$ cat src/rtl/pipe_pkg.sv
// Shared widths, control-bundle layout and occupancy encoding for the
// stage-boundary skid registers of the SIMD AES pipeline.
package pipe_pkg;

  localparam int N_DEF = 32;
  localparam int V_DEF = 256;
  localparam int R_DEF = 5;

  typedef struct packed {
    logic pc_src;
    logic reg_write;
    logic reg_write_v;
    logic mem_to_reg;
  } pipe_ctrl_t;

  localparam logic [1:0] OCC_EMPTY = 2'd0;
  localparam logic [1:0] OCC_ONE   = 2'd1;
  localparam logic [1:0] OCC_FULL  = 2'd2;

endpackage

$ cat src/rtl/pipe_slot.sv
// One buffered pipeline entry: valid, control bundle, packed lane data and
// write address. Flush kills valid and control but leaves the payload.
module pipe_slot #(
  parameter int DW = 64,
  parameter int C  = 4,
  parameter int R  = 5
) (
  input  logic          clk,
  input  logic          rst,
  input  logic          flush,
  input  logic          load,
  input  logic          clear,
  input  logic [C-1:0]  d_ctrl,
  input  logic [DW-1:0] d_data,
  input  logic [R-1:0]  d_wa,
  output logic          valid,
  output logic [C-1:0]  ctrl,
  output logic [DW-1:0] data,
  output logic [R-1:0]  wa
);

  always_ff @(posedge clk) begin
    if (rst) begin
      valid <= 1'b0;
      ctrl  <= '0;
      data  <= '0;
      wa    <= '0;
    end else if (flush) begin
      valid <= 1'b0;
      ctrl  <= '0;
    end else if (load) begin
      valid <= 1'b1;
      ctrl  <= d_ctrl;
      data  <= d_data;
      wa    <= d_wa;
    end else if (clear) begin
      valid <= 1'b0;
    end
  end

endmodule

$ cat src/rtl/pipeline_skid_register.sv
// Valid/ready stage-boundary register with a 2-entry skid buffer, flush to
// bubble, bubble control gating and a saturating stall-cycle counter.
module pipeline_skid_register
  import pipe_pkg::*;
#(
  parameter int N  = N_DEF,
  parameter int V  = V_DEF,
  parameter int NS = 2,
  parameter int NV = 2,
  parameter int C  = $bits(pipe_ctrl_t),
  parameter int R  = R_DEF,
  parameter int SC = 16,
  localparam int VW = (NV > 0) ? NV * V : 1
) (
  input  logic            clk,
  input  logic            rst,
  input  logic            flush,
  input  logic            in_valid,
  output logic            in_ready,
  input  logic [C-1:0]    in_ctrl,
  input  logic [NS*N-1:0] in_scalar,
  input  logic [VW-1:0]   in_vector,
  input  logic [R-1:0]    in_wa,
  output logic            out_valid,
  input  logic            out_ready,
  output logic [C-1:0]    out_ctrl,
  output logic [NS*N-1:0] out_scalar,
  output logic [VW-1:0]   out_vector,
  output logic [R-1:0]    out_wa,
  output logic [1:0]      occupancy,
  output logic [SC-1:0]   stall_cycles
);

  localparam int DW = NS * N + NV * V;

  if (NS < 1) begin : g_bad_ns
    $error("pipeline_skid_register: NS must be >= 1");
  end
  if (NV < 0) begin : g_bad_nv
    $error("pipeline_skid_register: NV must be >= 0");
  end
  if (C < 1) begin : g_bad_c
    $error("pipeline_skid_register: C must be >= 1");
  end

  function automatic logic [SC-1:0] sat_inc(input logic [SC-1:0] v);
    return (&v) ? v : v + 1'b1;
  endfunction

  logic [DW-1:0] in_data;
  logic          head_vld, skid_vld;
  logic [C-1:0]  head_ctrl, skid_ctrl, head_ctrl_d;
  logic [DW-1:0] head_data, skid_data, head_data_d;
  logic [R-1:0]  head_wa, skid_wa, head_wa_d;
  logic          accept, pop;
  logic          head_load, head_clear, skid_load, skid_clear;
  logic          skid_vld_next;

  // Lane packing: scalars occupy the low bits, vectors sit above them.
  if (NV > 0) begin : g_vec
    assign in_data    = {in_vector, in_scalar};
    assign out_vector = head_data[DW-1 -: NV*V];
  end else begin : g_novec
    assign in_data    = in_scalar;
    assign out_vector = '0;
  end

  assign accept = in_valid & in_ready;
  assign pop    = head_vld & out_ready;

  // Head refills from skid when skid holds an entry, else from the input.
  assign head_load   = (pop & skid_vld) | (accept & (~head_vld | pop));
  assign head_clear  = pop & ~skid_vld & ~accept;
  assign skid_load   = accept & head_vld & ~pop;
  assign skid_clear  = pop & skid_vld;
  assign head_ctrl_d = skid_vld ? skid_ctrl : in_ctrl;
  assign head_data_d = skid_vld ? skid_data : in_data;
  assign head_wa_d   = skid_vld ? skid_wa   : in_wa;

  assign skid_vld_next = skid_load | (skid_vld & ~skid_clear);

  pipe_slot #(.DW(DW), .C(C), .R(R)) u_head (
    .clk    (clk),
    .rst    (rst),
    .flush  (flush),
    .load   (head_load),
    .clear  (head_clear),
    .d_ctrl (head_ctrl_d),
    .d_data (head_data_d),
    .d_wa   (head_wa_d),
    .valid  (head_vld),
    .ctrl   (head_ctrl),
    .data   (head_data),
    .wa     (head_wa)
  );

  pipe_slot #(.DW(DW), .C(C), .R(R)) u_skid (
    .clk    (clk),
    .rst    (rst),
    .flush  (flush),
    .load   (skid_load),
    .clear  (skid_clear),
    .d_ctrl (in_ctrl),
    .d_data (in_data),
    .d_wa   (in_wa),
    .valid  (skid_vld),
    .ctrl   (skid_ctrl),
    .data   (skid_data),
    .wa     (skid_wa)
  );

  // Upstream ready is registered so no combinational path crosses the stage.
  always_ff @(posedge clk) begin
    if (rst || flush) begin
      in_ready <= 1'b1;
    end else begin
      in_ready <= ~skid_vld_next;
    end
  end

  always_ff @(posedge clk) begin
    if (rst) begin
      stall_cycles <= '0;
    end else if (head_vld && !out_ready) begin
      stall_cycles <= sat_inc(stall_cycles);
    end
  end

  assign out_valid  = head_vld;
  assign out_ctrl   = head_ctrl & {C{head_vld}};
  assign out_scalar = head_data[NS*N-1:0];
  assign out_wa     = head_wa;
  assign occupancy  = skid_vld ? OCC_FULL : (head_vld ? OCC_ONE : OCC_EMPTY);

endmodule

$ cat config.mk
export PLATFORM = sky130hd
export DESIGN_NAME = pipeline_skid_register
export DESIGN_NICKNAME = d
export VERILOG_FILES = /design/src/rtl/pipe_pkg.sv /design/src/rtl/pipe_slot.sv /design/src/rtl/pipeline_skid_register.sv
export SDC_FILE = /design/constraint.sdc
export NUM_CORES = 2
export LEC_CHECK = 0
export CORE_AREA = 2 2 469 471
export DETAILED_ROUTE_END_ITERATION = 8
export DIE_AREA = 0 0 471 473
export PLACE_DENSITY = 0.45
export SYNTH_ARGS = -nofsm -noshare
export SYNTH_HDL_FRONTEND = slang
export SYNTH_SLANG_ARGS = --single-unit
$ cat constraint.sdc
create_clock -name clk -period 3.3 [get_ports clk]
set_input_delay 0.66 -clock clk [delete_from_list [all_inputs] [get_ports clk]]
set_output_delay 0.66 -clock clk [all_outputs]
set_load 0.01 [all_outputs]
# [Yosys cells after proc, flatten, opt, wreduce, memory -nomap -nowiden]
# Cells that the tools add are included.
# Widths: inputs -> output; s select.
[word_totals] mem_bits_rw=0 n_memories=0 mem_bits_ro=0 latch_bits=0 regBits=1189 in_bits=590 word_cells=51
[classes] div_mod_pow=0 bitwise_logic=21 n_eq_ne=0 n_reduce_logical=10 addsub=1 mux=9 magnitude_cmp=0 mul=0 n_shift=0
[op_table] op="$mux 576" count=1
[op_table] op="$add 16x1->16 const B" count=1
[op_table] op="$reduce_and 16->1" count=1
[op_table] op="$and 1x1->1" count=9
[op_table] op="$not 1->1" count=8
[op_table] op="$reduce_and 2->1" count=3
[op_table] op="$mux 1" count=5
[op_table] op="$mux 5" count=1
[op_table] op="$and 4x4->4" count=1
[op_table] op="$mux 4" count=1
[op_table] op="$reduce_bool 2->1" count=2
[op_table] op="$or 1x1->1" count=3
[op_table] op="$mux 2" count=1
[op_table] op="$reduce_or 2->1" count=1
[op_table] op="$logic_and 1x1->1" count=1
[op_table] op="$logic_not 1->1" count=1
[op_table] op="$logic_or 1x1->1" count=1

# [Logic depth before layout (Yosys ltp)]
[logic_depth] depth_word=6 ltp_mapped=8

# [Cells and area by module]
# From an unflattened synthesis, not the netlist that was laid out.
[unflattened] cells_unflattened=6099 hier_area_um2=60949.7
[modules_own_cells] module="pipe_slot" instances=2 cells_per_inst=2666 area_per_inst_um2=26563.0
[modules_own_cells] module="pipeline_skid_register" instances=1 cells_per_inst=767 area_per_inst_um2=7823.8

# [Least setup slack after synthesis]
# No wires, ideal clock.
[synth_path] kind="input to register" from="in out_ready" to="reg u_skid.data[462]" arrival_ns=1.805 required_ns=3.168 path_stages=8 setup_ns=0.132 slack_ns=1.363 cell_sequence="nand4b_4 or2_2 clkbuf_1 buf_2 buf_4 buf_4 nand2_1 a21oi_1"
[synth_between] elab_chain_len=4
[synth_rtl] element="start: declaration" line_no="pipeline_skid_register.sv:25" text="input logic out_ready,"
[synth_rtl] element="$and 1x1->1" line_no="pipeline_skid_register.sv:69" text="assign pop = head_vld & out_ready;"
[synth_rtl] element="$not 1->1" line_no="pipeline_skid_register.sv:74" text="assign skid_load = accept & head_vld & ~pop;"
[synth_rtl] element="$and 1x1->1" line_no="pipeline_skid_register.sv:74"
[synth_rtl] element="$reduce_and 2->1 (no line)"
[synth_rtl] element="end signal: assignment" line_no="pipe_slot.sv:34" text="data <= d_data;"
[synth_rtl] element="end: declaration" line_no="pipe_slot.sv:18" text="output logic [DW-1:0] data,"
# No other way between the ends.
# A chain may end at the register's enable or synchronous reset.

# [Worst setup path after layout]
[layout_path] from="reg u_head.valid" to="out out_ctrl[0]"
[layout_between] elab_chain_len=1
[layout_rtl] element="start: declaration" line_no="pipe_slot.sv:16" text="output logic valid,"
[layout_rtl] element="start signal: assignment" line_no="pipe_slot.sv:24" text="valid <= 1'b0;"
[layout_rtl] element="start signal: assignment" line_no="pipe_slot.sv:29" text="valid <= 1'b0;"
[layout_rtl] element="start signal: assignment" line_no="pipe_slot.sv:32" text="valid <= 1'b1;"
[layout_rtl] element="$and 4x4->4" line_no="pipeline_skid_register.sv:130" text="assign out_ctrl = head_ctrl & {C{head_vld}};"
[layout_rtl] element="end: declaration" line_no="pipeline_skid_register.sv:26" text="output logic [C-1:0] out_ctrl,"
# No other way between the ends.

==> flow_metrics.env <==
export IMPL_cts_tree="done"
export IMPL_fin_skew_ns=0.04062
export IMPL_final_layout_size_suffix_gt1_share_pct=5.626
export IMPL_coreArea_sq_mm=0.2182
export IMPL_drv_cap=0
export IMPL_crit_start="u_head.valid"
export IMPL_grt_ovfl_total=0
export IMPL_grtUsageTotal_pct=16.58
export IMPL_route_detailed_drc=0
export IMPL_synth_flop_cell="dfxtp_1"
export IMPL_first_iter_violations=2157
export IMPL_slew_viol_final=0
export IMPL_dieArea_sq_mm=0.2228
export IMPL_clockBufferDepth=3
export IMPL_layout_nets=6867
export IMPL_clkTransAtPathRegs_ns=0.06
export IMPL_endpoint="out_ctrl[0]"
export IMPL_dp_hpwl_mm=138.7
export IMPL_crit_arrival_ns=2.29
export IMPL_holdWs_ns=0.4409
export IMPL_final_cell_mix="clkdlybuf4s50_1, dfxtp_1, nand2_1, a21oi_1, nor2_1"
export IMPL_r2r_end="u_head.data[250]"
export IMPL_drtAntennaViolNets=0
export IMPL_postSynthAreaPerCell_sq_um=8.802
export IMPL_rsz0062_at_grt="no"
export IMPL_die_x_um=471
export IMPL_r2r_cells=6
export IMPL_dr_pass1_iters=5
export IMPL_vias_per_cell=4.395
export IMPL_grt_pass1_vias=38780
export IMPL_fin_crit_ns=2.951
export IMPL_preCtsSetupSlack_ns=0.3807
export IMPL_p_leak_uw=0.02117
export IMPL_ys_ff_latch=1189
export IMPL_status="finished, final reports clean"
export IMPL_wl_mm=193.5
export IMPL_synth_cells=5265
export IMPL_ys_types=34
export IMPL_dpl_cell_area_sq_mm=0.06142
export IMPL_ys_warn_count=0
export IMPL_clkSinkCount=1189
export IMPL_cts_resized=1
export IMPL_start_kind="register"
export IMPL_r2r_slack_ns=0.86
export IMPL_gp_congestion=0.7969
export IMPL_num_vias=40820
export IMPL_worst_setup_path_type="reg2out"
export IMPL_fmax_mhz=338.8
export IMPL_cts_hold_buf=0
export IMPL_synth_area_sq_mm=0.04634
export IMPL_synth_nets=5856
export IMPL_crit_fanout=12
export IMPL_final_common_cell="clkdlybuf4s50_1"
export IMPL_antenna_found_initial=87
export IMPL_ir_drop_v=0.0004749
export IMPL_setup_viol=0
export IMPL_rows=172
export IMPL_fin_crit_sh_pct=89.43
export IMPL_maxSlewHeadroom_pct=28.38
export IMPL_grt_max_degree=131
export IMPL_cts_max_level=4
export IMPL_holdCritPathClass="in2reg"
export IMPL_fin_setup_tns_ns=0
export IMPL_io_buffers=1194
export IMPL_required_ns=2.64
export IMPL_clockRootBuffer="clkbuf_16"
export IMPL_die_y_um=473
export IMPL_num_io_pins=1195
export IMPL_synth_seq_area_share_pct=51.36
export IMPL_cts_buffers=149
export IMPL_setup_slack_ns=0.3487
export IMPL_synth_edf_count=0
export IMPL_insertion_delay_ns=0.78
export IMPL_async_reset_ff_share_pct=0
export IMPL_initial_core_util_pct=21.24
export IMPL_min_path_cells=3
export IMPL_grt_first_pass_wirelength_mm=275.2
export IMPL_worst_pin_slew_ns=1.074
export IMPL_critPathCaptureType="output port"
export IMPL_final_design_area_no_fill_sq_mm=0.06641
export IMPL_wl_per_cell_um=20.83
export IMPL_cts_setup_buffers=0
export IMPL_syn_to_final_growth_pct=43.30
export IMPL_hold_viol=0
export IMPL_power_density_mw_per_mm2=538.5
export IMPL_reg2reg_from="u_skid.valid"
==> worst min path at each step <==
stage,end,slack [ns],from
6_report,u_skid.data[318],0.44,in_vector[254]
5_1_grt,u_skid.data[213],0.40,in_vector[149]
4_1_cts,u_skid.data[318],0.35,in_vector[254]
3_5_place_dp,u_skid.data[203],0.45,u_skid.data[203]
3_3_place_gp,u_skid.data[300],0.44,u_skid.data[300]
2_1_floorplan,u_skid.ctrl[0],0.44,u_skid.ctrl[0]
==> routing by layer <==
metal / up-vias / part of all wire (%) / GRT usage (%)
met4: 68 / 3.5 / 6.330
met2: 1174 / 47 / 27.14
li1: 20190 / - / -
met3: 383 / 9.9 / 7.718
met5: - / 0.23 / 0
met1: 19010 / 40 / 18.67
==> per-stage QoR <==
stage,std cells,utilization (%),power (uW)
3_3_place_gp,8996,28.14,19650
5_1_grt,9271,30.41,37290
6_report,9288,30.43,35760
4_1_cts,9252,30.39,36450
3_5_place_dp,8996,28.14,19680
2_1_floorplan,5265,-,17080
==> where the power goes <==
group	total (uW)	switching [uW]	internal [uW]
clock network	16400	6740	9690
registers	15300	350	14900
logic	4060	2000	2060
total	35800	9090	26700
==> synth_stat cells (all sizes together) (3+ instances only) <==
master,number,area [sq um]
a211oi,587,4407
a21oi,597,2988
and2,4,25.02
and3,3,18.77
buf,259,1374
clkbuf,200,752.0
dfxtp,1189,23800
inv,4,15.01
mux2,4,45.04
mux2i,586,5866
nand2,1181,4433
nand2b,3,18.77
nand3,4,20.02
nand4,5,31.28
nor2,596,2237
nor2b,5,31.28
nor3,4,20.02
nor4,5,37.53
o21ai,5,25.02
o31ai,5,37.54
or2,6,37.54
or3,3,18.77
or4,4,30.03
==> cell type report <==
class | count | area [sq um]
fill | 22920 | 151800
sequential | 1189 | 23810
multi-input combinational | 3613 | 20420
timing repair buffer | 1319 | 13580
clock buffer | 230 | 4497
tap | 2871 | 3592
clock inverter | 26 | 402.9
antenna | 36 | 90.09
inverter | 4 | 15.01
==> worst max-delay path, stage by stage (launching register included) <==
cell             delay (ns)
dfxtp_2                0.51
and2_1                 0.18
clkdlybuf4s50_1        0.84
==> kinds of logic after synthesis <==
| group | after synthesis | share of synthesized area [%] |
|---|---|---|
| DFF | 1189 | 51.36 |
| muxes | 590 | 12.75 |
| buffers and inverters | 463 | 4.620 |
| adders and majority gates | 1 | 0.02700 |
| and+or+nand+nor | 1828 | 15.14 |
| AOI/OAI and AO/OA | 1194 | 16.09 |
==> flip-flops by register name, summed over array words and instances, names as in the netlist <==
register,flops
u_head.ctrl,4
u_skid.wa,5
u_head.valid,1
stall_cycles,16
u_skid.data,576
u_skid.ctrl,4
u_head.data,576
u_skid.valid,1
u_head.wa,5
in_ready,1
No activity file was read; power rests on OpenSTA's default activity.
